`src/rtl/bellek_asamasi.sv`:
```
// Memory stage: issues one load/store at a time over a valid/ready request port,
// aligns/extends load data and passes non-memory results through with one register stage.
module bellek_asamasi #(
  parameter int ZAMAN_ASIMI = 255
) (
  input  logic        clk_i,
  input  logic        rst_i,
  input  logic        durdur_i,
  input  logic [31:0] bellek_adresi_i,
  input  logic [31:0] bellek_veri_i,
  input  logic [2:0]  load_save_buyrugu_i,
  input  logic        bellekten_oku_i,
  input  logic        bellege_yaz_i,
  input  logic [31:0] hedef_yazmac_verisi_i,
  input  logic        yazmaca_yaz_i,
  input  logic [4:0]  hedef_yazmaci_i,
  output logic        istek_gecerli_o,
  input  logic        istek_hazir_i,
  output logic [31:0] istek_adres_o,
  output logic        istek_yaz_o,
  output logic [31:0] istek_veri_o,
  output logic [3:0]  istek_maske_o,
  input  logic        yanit_gecerli_i,
  input  logic [31:0] yanit_veri_i,
  output logic        bellek_stall_o,
  output logic        yazmaca_yaz_o,
  output logic [4:0]  hedef_yazmaci_o,
  output logic [31:0] hedef_yazmac_verisi_o,
  output logic        bellek_hata_o,
  output logic [1:0]  bellek_hata_kodu_o,
  output logic [1:0]  durum_o
);

  localparam logic [1:0] BOSTA = 2'd0;
  localparam logic [1:0] ISTEK = 2'd1;
  localparam logic [1:0] YANIT = 2'd2;
  localparam logic [1:0] BITTI = 2'd3;
  localparam logic [9:0] SON   = 10'(ZAMAN_ASIMI - 1);

  // Handshake: a request is offered while istek_gecerli_o=1 and is taken on the
  // rising edge where istek_hazir_i=1; fields stay frozen until then. Read data is
  // taken on any edge in YANIT with yanit_gecerli_i=1 and ignored in other states.

  logic [1:0]  durum;
  logic [9:0]  sayac;
  logic [1:0]  kayit_lsb;
  logic [2:0]  kayit_kod;
  logic [4:0]  kayit_rd;
  logic        kayit_wen;

  logic        bellek_islemi, kod_gecersiz, hizasiz, kabul;
  logic        hata_11, hata_01, gecerli_islem, sinir;
  logic [31:0] yaz_verisi;
  logic [3:0]  yaz_maskesi;
  logic [7:0]  secili_bayt;
  logic [15:0] secili_yarim;
  logic [31:0] yuklenen;

  assign bellek_islemi = bellekten_oku_i ^ bellege_yaz_i;
  assign kod_gecersiz  = (load_save_buyrugu_i == 3'b011) || (load_save_buyrugu_i == 3'b110) ||
                         (load_save_buyrugu_i == 3'b111) || (load_save_buyrugu_i[2] && bellege_yaz_i);
  assign hizasiz       = ((load_save_buyrugu_i[1:0] == 2'b01) && bellek_adresi_i[0]) ||
                         ((load_save_buyrugu_i == 3'b010) && (bellek_adresi_i[1:0] != 2'b00));
  // Reset gating keeps the stall low while reset is held even if upstream still shows an op.
  assign kabul         = (durum == BOSTA) && !durdur_i && !rst_i;
  assign hata_11       = (bellekten_oku_i && bellege_yaz_i) || (bellek_islemi && kod_gecersiz);
  assign hata_01       = bellek_islemi && !kod_gecersiz && hizasiz;
  assign gecerli_islem = kabul && bellek_islemi && !kod_gecersiz && !hizasiz;
  assign sinir         = (sayac == SON);

  assign istek_gecerli_o = (durum == ISTEK);
  assign bellek_stall_o  = gecerli_islem || (durum == ISTEK) || (durum == YANIT);
  assign durum_o         = durum;

  always_comb begin
    yaz_verisi  = bellek_veri_i;
    yaz_maskesi = 4'b1111;
    case (load_save_buyrugu_i[1:0])
      2'b00: begin
        yaz_verisi  = {4{bellek_veri_i[7:0]}};
        yaz_maskesi = 4'b0001 << bellek_adresi_i[1:0];
      end
      2'b01: begin
        yaz_verisi  = {2{bellek_veri_i[15:0]}};
        yaz_maskesi = bellek_adresi_i[1] ? 4'b1100 : 4'b0011;
      end
      default: ;
    endcase
  end

  always_comb begin
    secili_bayt = yanit_veri_i[7:0];
    case (kayit_lsb)
      2'd1:    secili_bayt = yanit_veri_i[15:8];
      2'd2:    secili_bayt = yanit_veri_i[23:16];
      2'd3:    secili_bayt = yanit_veri_i[31:24];
      default: ;
    endcase
    secili_yarim = kayit_lsb[1] ? yanit_veri_i[31:16] : yanit_veri_i[15:0];
    case (kayit_kod)
      3'b000:  yuklenen = {{24{secili_bayt[7]}}, secili_bayt};
      3'b100:  yuklenen = {24'd0, secili_bayt};
      3'b001:  yuklenen = {{16{secili_yarim[15]}}, secili_yarim};
      3'b101:  yuklenen = {16'd0, secili_yarim};
      default: yuklenen = yanit_veri_i;
    endcase
  end

  always_ff @(posedge clk_i or posedge rst_i) begin
    if (rst_i) begin
      durum                 <= BOSTA;
      sayac                 <= 10'd0;
      kayit_lsb             <= 2'd0;
      kayit_kod             <= 3'd0;
      kayit_rd              <= 5'd0;
      kayit_wen             <= 1'b0;
      istek_adres_o         <= 32'd0;
      istek_yaz_o           <= 1'b0;
      istek_veri_o          <= 32'd0;
      istek_maske_o         <= 4'd0;
      yazmaca_yaz_o         <= 1'b0;
      hedef_yazmaci_o       <= 5'd0;
      hedef_yazmac_verisi_o <= 32'd0;
      bellek_hata_o         <= 1'b0;
      bellek_hata_kodu_o    <= 2'b00;
    end else begin
      bellek_hata_o      <= 1'b0;
      bellek_hata_kodu_o <= 2'b00;
      case (durum)
        BOSTA: begin
          if (!durdur_i) begin
            if (hata_11 || hata_01) begin
              yazmaca_yaz_o      <= 1'b0;
              bellek_hata_o      <= 1'b1;
              bellek_hata_kodu_o <= hata_11 ? 2'b11 : 2'b01;
            end else if (bellek_islemi) begin
              yazmaca_yaz_o <= 1'b0;
              kayit_lsb     <= bellek_adresi_i[1:0];
              kayit_kod     <= load_save_buyrugu_i;
              kayit_rd      <= hedef_yazmaci_i;
              kayit_wen     <= yazmaca_yaz_i;
              istek_adres_o <= {bellek_adresi_i[31:2], 2'b00};
              istek_yaz_o   <= bellege_yaz_i;
              istek_veri_o  <= yaz_verisi;
              istek_maske_o <= bellege_yaz_i ? yaz_maskesi : 4'b1111;
              sayac         <= 10'd0;
              durum         <= ISTEK;
            end else begin
              yazmaca_yaz_o         <= yazmaca_yaz_i;
              hedef_yazmaci_o       <= hedef_yazmaci_i;
              hedef_yazmac_verisi_o <= hedef_yazmac_verisi_i;
            end
          end
        end
        ISTEK: begin
          sayac         <= sayac + 10'd1;
          yazmaca_yaz_o <= 1'b0;
          // A store accepted on the last allowed cycle has completed; a load would still need data.
          if (istek_hazir_i && istek_yaz_o) begin
            durum <= BITTI;
          end else if (sinir) begin
            durum              <= BITTI;
            bellek_hata_o      <= 1'b1;
            bellek_hata_kodu_o <= 2'b10;
          end else if (istek_hazir_i) begin
            durum <= YANIT;
          end
        end
        YANIT: begin
          sayac         <= sayac + 10'd1;
          yazmaca_yaz_o <= 1'b0;
          if (yanit_gecerli_i) begin
            yazmaca_yaz_o         <= kayit_wen;
            hedef_yazmaci_o       <= kayit_rd;
            hedef_yazmac_verisi_o <= yuklenen;
            durum                 <= BITTI;
          end else if (sinir) begin
            durum              <= BITTI;
            bellek_hata_o      <= 1'b1;
            bellek_hata_kodu_o <= 2'b10;
          end
        end
        BITTI: begin
          if (!durdur_i) begin
            yazmaca_yaz_o <= 1'b0;
            durum         <= BOSTA;
          end
        end
      endcase
    end
  end

endmodule

```
`config.mk`:
```
export PLATFORM = sky130hd
export DESIGN_NAME = bellek_asamasi
export DESIGN_NICKNAME = d
export VERILOG_FILES = /design/src/rtl/bellek_asamasi.sv
export SDC_FILE = /design/constraint.sdc
export NUM_CORES = 1
export LEC_CHECK = 0
export CORE_ASPECT_RATIO = 1.25
export CORE_MARGIN = 2
export CORE_UTILIZATION = 45
export CTS_CLUSTER_DIAMETER = 120
export DETAILED_ROUTE_END_ITERATION = 6
export HOLD_SLACK_MARGIN = 0.06
export PLACE_DENSITY = 0.82
export SETUP_SLACK_MARGIN = 0.3
export SLEW_MARGIN = 10
export SYNTH_ARGS = -nofsm -noshare
export SYNTH_HDL_FRONTEND = slang
export SYNTH_SLANG_ARGS = --single-unit
export TNS_END_PERCENT = 50
```
`constraint.sdc`:
```
create_clock -name clk_i -period 5.3 [get_ports clk_i]
set_clock_uncertainty 0.05 [all_clocks]
set_input_delay 0.795 -clock clk_i [delete_from_list [all_inputs] [get_ports clk_i]]
set_output_delay 0.795 -clock clk_i [all_outputs]
set_load 0.005 [all_outputs]
```
==> Yosys cells after proc, flatten, opt, wreduce, memory -nomap -nowiden <==
Index checks and enable logic that the tools add are counted.
{ "classes": {"n_addsub": 1, "n_reduce_logical": 37, "bitwise_logic": 3, "mux": 50, "eq_ne": 23, "shifts": 1} }
{ "op_table": {"columns": ["op", "n"], "rows": [
  ["$mux 32", 4],
  ["$pmux 32 s2", 2],
  ["$pmux 32 s4", 1],
  ["$mux 10", 3],
  ["$mux 2", 15],
  ["$pmux 8 s3", 1],
  ["$mux 5", 4],
  ["$pmux 10 s2", 1],
  ["$mux 16", 1],
  ["$logic_and 1x1->1", 13],
  ["$eq 3x3->1 const B", 4],
  ["$ne 2x2->1 const B", 6],
  ["$add 10x1->10 const B", 1],
  ["$eq 10x8->1 const B", 1],
  ["$mux 1", 10],
  ["$pmux 5 s2", 1],
  ["$eq 2x2->1 const B", 4],
  ["$logic_or 1x1->1", 8],
  ["$mux 4", 2],
  ["$pmux 2 s4", 1],
  ["$pmux 4 s2", 1],
  ["$reduce_and 4->1", 2],
  ["$eq 2x1->1 const B", 3],
  ["$eq 3x2->1 const B", 2],
  ["other kinds (17)", 24]
]} }
{ "totals": {"in_bits": 144, "out_inout_bits": 114, "register_bits": 131, "elab_cells": 130} }

==> Depth between registers and ports, before layout <==
{ "logic_depth": {"ltp_word": 11, "mapped_depth": 10, "mapped_depth_nobuf": 7} }

==> Worst setup path after synthesis <==
Ideal clock, no wire load.
{ "synth_timing": {"kind": "input -> register", "start": "input load_save_buyrugu_i[0]", "end": "register istek_adres_o[10]", "required_ns": 5.125, "slack_ns": 2.759, "cell_stages": 7, "setup_time_ns": 0.125, "arrival_ns": 2.366, "n_path_buf": 3, "cell_sequence": "buf_6 nor4_1 nor2_1 or4_1 buf_2 buf_6 mux2_4"} }
{ "synth_between": {"elab_chain_len": 10} }
{ "synth_rtl": {"columns": ["item", "line", "text"], "rows": [
  ["start: declaration", "11", "input logic [2:0] load_save_buyrugu_i,"],
  ["$eq 3x2->1 / $eq 3x3->1 (equally long branches)", "60", "assign kod_gecersiz = (load_save_buyrugu_i == 3'b011) || (load_save_buyrugu_i == 3'b110) ||"],
  ["$logic_or 1x1->1 (2 in a row)", "60", null],
  ["$logic_or 1x1->1", "61", "(load_save_buyrugu_i == 3'b111) || (load_save_buyrugu_i[2] && bellege_yaz_i);"],
  ["$logic_not 1->1", "67", "assign hata_01 = bellek_islemi && !kod_gecersiz && hizasiz;"],
  ["$logic_and 1x1->1 (2 in a row)", "67", null],
  ["$logic_or 1x1->1 (*)", "132", "if (hata_11 || hata_01) begin"],
  ["$not 1->1 (no line) (*)", null, null],
  ["$reduce_and 4->1 (no line) (*)", null, null],
  ["end signal: assignment", "142", "istek_adres_o <= {bellek_adresi_i[31:2], 2'b00};"],
  ["end: declaration", "19", "output logic [31:0] istek_adres_o,"]
]} }
Every way passes the cells marked *; elsewhere a longest branch is shown, timed or not.
A chain may end at the register's enable or synchronous reset.

==> Worst setup path in the final report <==
{ "layout_timing": {"start": "input load_save_buyrugu_i[0]", "end": "output bellek_stall_o"} }
{ "layout_between": {"elab_chain_len": 9} }
{ "layout_rtl": {"columns": ["item", "line", "text"], "rows": [
  ["$eq 3x2->1 / $eq 3x3->1 (equally long branches)", "60", null],
  ["$logic_or 1x1->1 (2 in a row)", "60", null],
  ["$logic_or 1x1->1", "61", null],
  ["$logic_not 1->1", "68", "assign gecerli_islem = kabul && bellek_islemi && !kod_gecersiz && !hizasiz;"],
  ["$logic_and 1x1->1", "68", null],
  ["$logic_and 1x1->1 (*)", "68", null],
  ["$logic_or 1x1->1 (*) (2 in a row)", "72", "assign bellek_stall_o = gecerli_islem || (durum == ISTEK) || (durum == YANIT);"],
  ["end: declaration", "25", "output logic bellek_stall_o,"]
]} }
Marks and branches as above.

==> metrics.txt <==
Critical Path Start Type=input port; initial core utilization=46.4%; first-pass GRT wire length=just over 30,000 um; Design Area, Final=roughly 10000 um^2; Setup crit start=load_save_buyrugu_i[0]; GR Util met3=under 10%; syn_area_per_cell=approximately 10 um^2; number of synthesized register bits=about 130; die area=about 16,000 um^2; Max Fanout on Critical Path=16; setup_tns=0 ps; DRT antenna net count=0; clock power share=between 20% and 30%; Final nets=about 1.0k; NetSw=around 1.8 mW; Register Area=~3300 um^2; status=complete, no violations; Synth area leaders=dfrtp_1 49%, mux2_4 11%, o21ai_0 6.5%; Bufs and invs on worst path=3; Max Cap Viol=0; most used cell, CP=clkdlybuf4s50_1; CP top delay family=buffers and inverters; Site Rows=a little under 50; critical-path cell list=clkdlybuf4s50_1 > buf_4 > nor4_1 > nor2_1 > o41ai_1 > clkdlybuf4s50_1; Crit Reg-Reg Startpoint=kayit_lsb[1]$_DFFE_PP0P_; pre-CTS setup slack=1520 ps; EDFF count, synth=0; Clk Latency, worst-skew pair=~400 ps; filler instances=~1.1k; final slew viol count=0; post-cts resize count=0; multi-input logic area=approximately 3100 um^2; RSZ-0062 raised after global routing=false; Async SR Flop Fraction=between 90% and 100%; Flop pwr share=between 30% and 40%; final worst-path setup slack=roughly 1600 ps; sw frac=between 30% and 40%; clock transition at the registers of the reported paths=60 ps; most instantiated library cell after synthesis=dfrtp_1; PD cells=between 500 and 600 nW/um^2; initial detailed-routing violation count=just under 400; post-DP HPWL=13,900 um; Period minus WS final=3710 ps; met1 Track Usage GR=29.2%; Final Cycle Share=70.0%; GRT Util Overall=between 20% and 30%; peak supply drop=roughly 270 uV; Worst-Margin Slew=~1200 ps; CTS Hold Buffers Added=0; largest area contributor in the netlist=dfrtp_1; Yosys warning count=0; Setup Viol. Count Final=0; IO Port Bufs=between 200 and 300; Mapped Area=roughly 6700 um^2; Rel. slew slack=17.6%; type of destination of the critical path=primary output; Final Hold Vio Count=0; Placed Cells=roughly 1.0k; share of cells above drive strength 1=around an eighth; final cell count without fillers=about 1.1k; Gate Count Post-Synth=650; DRC Markers=0; Seq/Total Area, Yosys=a little under 50%; GR Overflow Total=0; Peak Freq=about 0.27 GHz; CP max-delay cell=clkdlybuf4s50_1; Die Height=~140 um; top cell type's share of synthesized area=~49%; CTS tree=built; Distinct cells, synth=49; Pleak=4.41 nW; gr busiest metal=met2; antenna violations before repair=0; CORE AREA=14,500 um^2; synth-to-layout area growth=47.6%; vias in the first global route=between 5k and 6k; largest net degree at the start of global routing=~110; prevailing post-synth register cell=dfrtp_1; Clock Path Buffers=2; Routability Congestion=0.856; CP arrival=between 2000 and 3000 ps; chip width=roughly 110 um; Min-Delay Path Class=reg2reg; n_diodes=0; Ports=258; clock root buffer=clkbuf_16; worst hold start=hedef_yazmac_verisi_o[16]$_DFFE_PP0P_; Pint=about 3.6 mW; via/cell ratio=about 5.4; Synth top cells by count=131 x dfrtp_1, 88 x nand2_1, 87 x o21ai_0; Comb power frac=between 40% and 50%; post-CTS repair timing setup buffer count=0; via count=just under 6k; Placed Area=approximately 9300 um^2; Largest stage delay, worst path=580 ps; Worst Path Required=about 4500 ps; average routed wire per standard cell=~18 um; Pre-antenna DRT Iters=5; Detailed Route WL=about 19,000 um; TritonCTS buffer count=17; Crit Path Category=in2out; clk sinks=~130; GR met2 Demand/Resource=about two fifths; htree depth=4
-- path summary, 6_finish.rpt --
kind	end	slack, ps	cells after the start
max in group asynchronous	hedef_yazmac_verisi_o[3]$_DFFE_PP0P_	3270	3
min in group asynchronous	bellek_hata_o$_DFF_PP0_	980	2
hold reg to reg	hedef_yazmac_verisi_o[16]$_DFFE_PP0P_	430	2
setup reg to reg	hedef_yazmac_verisi_o[16]$_DFFE_PP0P_	2310	5
hold / removal	hedef_yazmac_verisi_o[16]$_DFFE_PP0P_	430	2
setup / recovery	bellek_stall_o	1590	6
-- cell type report --
cell class | instances | share of cell area (%)
clock buffer | 20 | 4.70
clock inverter | 11 | 1.53
inverter | 19 | 0.769
multi-input combinational | 455 | 31.4
sequential | 131 | 33.0
tap | 178 | 2.25
timing repair buffer | 262 | 26.3
-- worst min-delay path, cell delays in order (launching register included) --
cell and delay [ps]:
dfrtp_1 340, nand2_1 50, o21ai_0 60
-- power groups by stage --
| stage | Clock [mW] | Combinational, mW | Sequential (mW) |
|---|---|---|---|
| after global routing | 1.29 | 2.61 | 1.87 |
| after floorplan | 0 | 1.22 | 1.74 |
| after CTS | 1.25 | 2.42 | 1.81 |
| after global placement | 0 | 2.35 | 1.80 |
| final | 1.24 | 2.40 | 1.81 |
| after detailed placement | 0 | 2.42 | 1.81 |
-- stage by stage --
stage / power (mW) / hold WS [ps] / utilization [%]
floorplan: 2.96 / 392 / -
global placement: 4.15 / 410 / 64.3
detailed placement: 4.22 / 419 / 64.3
CTS: 5.49 / 432 / 68.6
global route: 5.78 / 452 / 68.6
finish: 5.45 / 426 / 68.6
-- logic make-up (layout without fill, tap and decap cells) --
logic type	count (synthesis)	count (layout)	share of synthesized area, %
mux	91	91	17.6
compound gates	197	197	16.6
fa+ha+maj	8	8	1.49
other cells	1	2	0.0558
flops	131	131	48.8
buf+inv	65	312	4.92
simple gates	157	157	10.6
-- placed cells by master, fill, tap and decap left out, types with 4 or more instances in the layout --
cell and instances:
a21oi_1 48, a22o_1 5, a31oi_1 7, buf_4 7
clkbuf_16 17, clkdlybuf4s50_1 255, dfrtp_1 131, ha_1 8
inv_1 18, mux2_2 10, mux2_4 49, mux2i_1 31
nand2_1 88, nand2b_1 5, nand3_1 5, nor2_1 21
nor3_1 13, nor3b_1 8, o21ai_0 87, o21ai_1 22
o221ai_1 8, o31ai_1 4
-- metal layers --
metal	wire, um	vias to the layer above
li1	-	2780
met4	514	0
met3	1380	32
met1	7710	2763
met2	9830	247
met5	0	-
-- flip-flops by register name, summed over array words and instances (netlist names) --
| register | cells |
|---|---|
| kayit_rd | 5 |
| hedef_yazmaci_o | 5 |
| yazmaca_yaz_o | 1 |
| bellek_hata_kodu_o | 2 |
| istek_yaz_o | 1 |
| durum_o | 2 |
| hedef_yazmac_verisi_o | 32 |
| kayit_kod | 3 |
| istek_adres_o | 30 |
| istek_maske_o | 4 |
| sayac | 10 |
| bellek_hata_o | 1 |
| kayit_lsb | 2 |
| kayit_wen | 1 |
| istek_veri_o | 32 |
(Power assumes the default switching activity.)
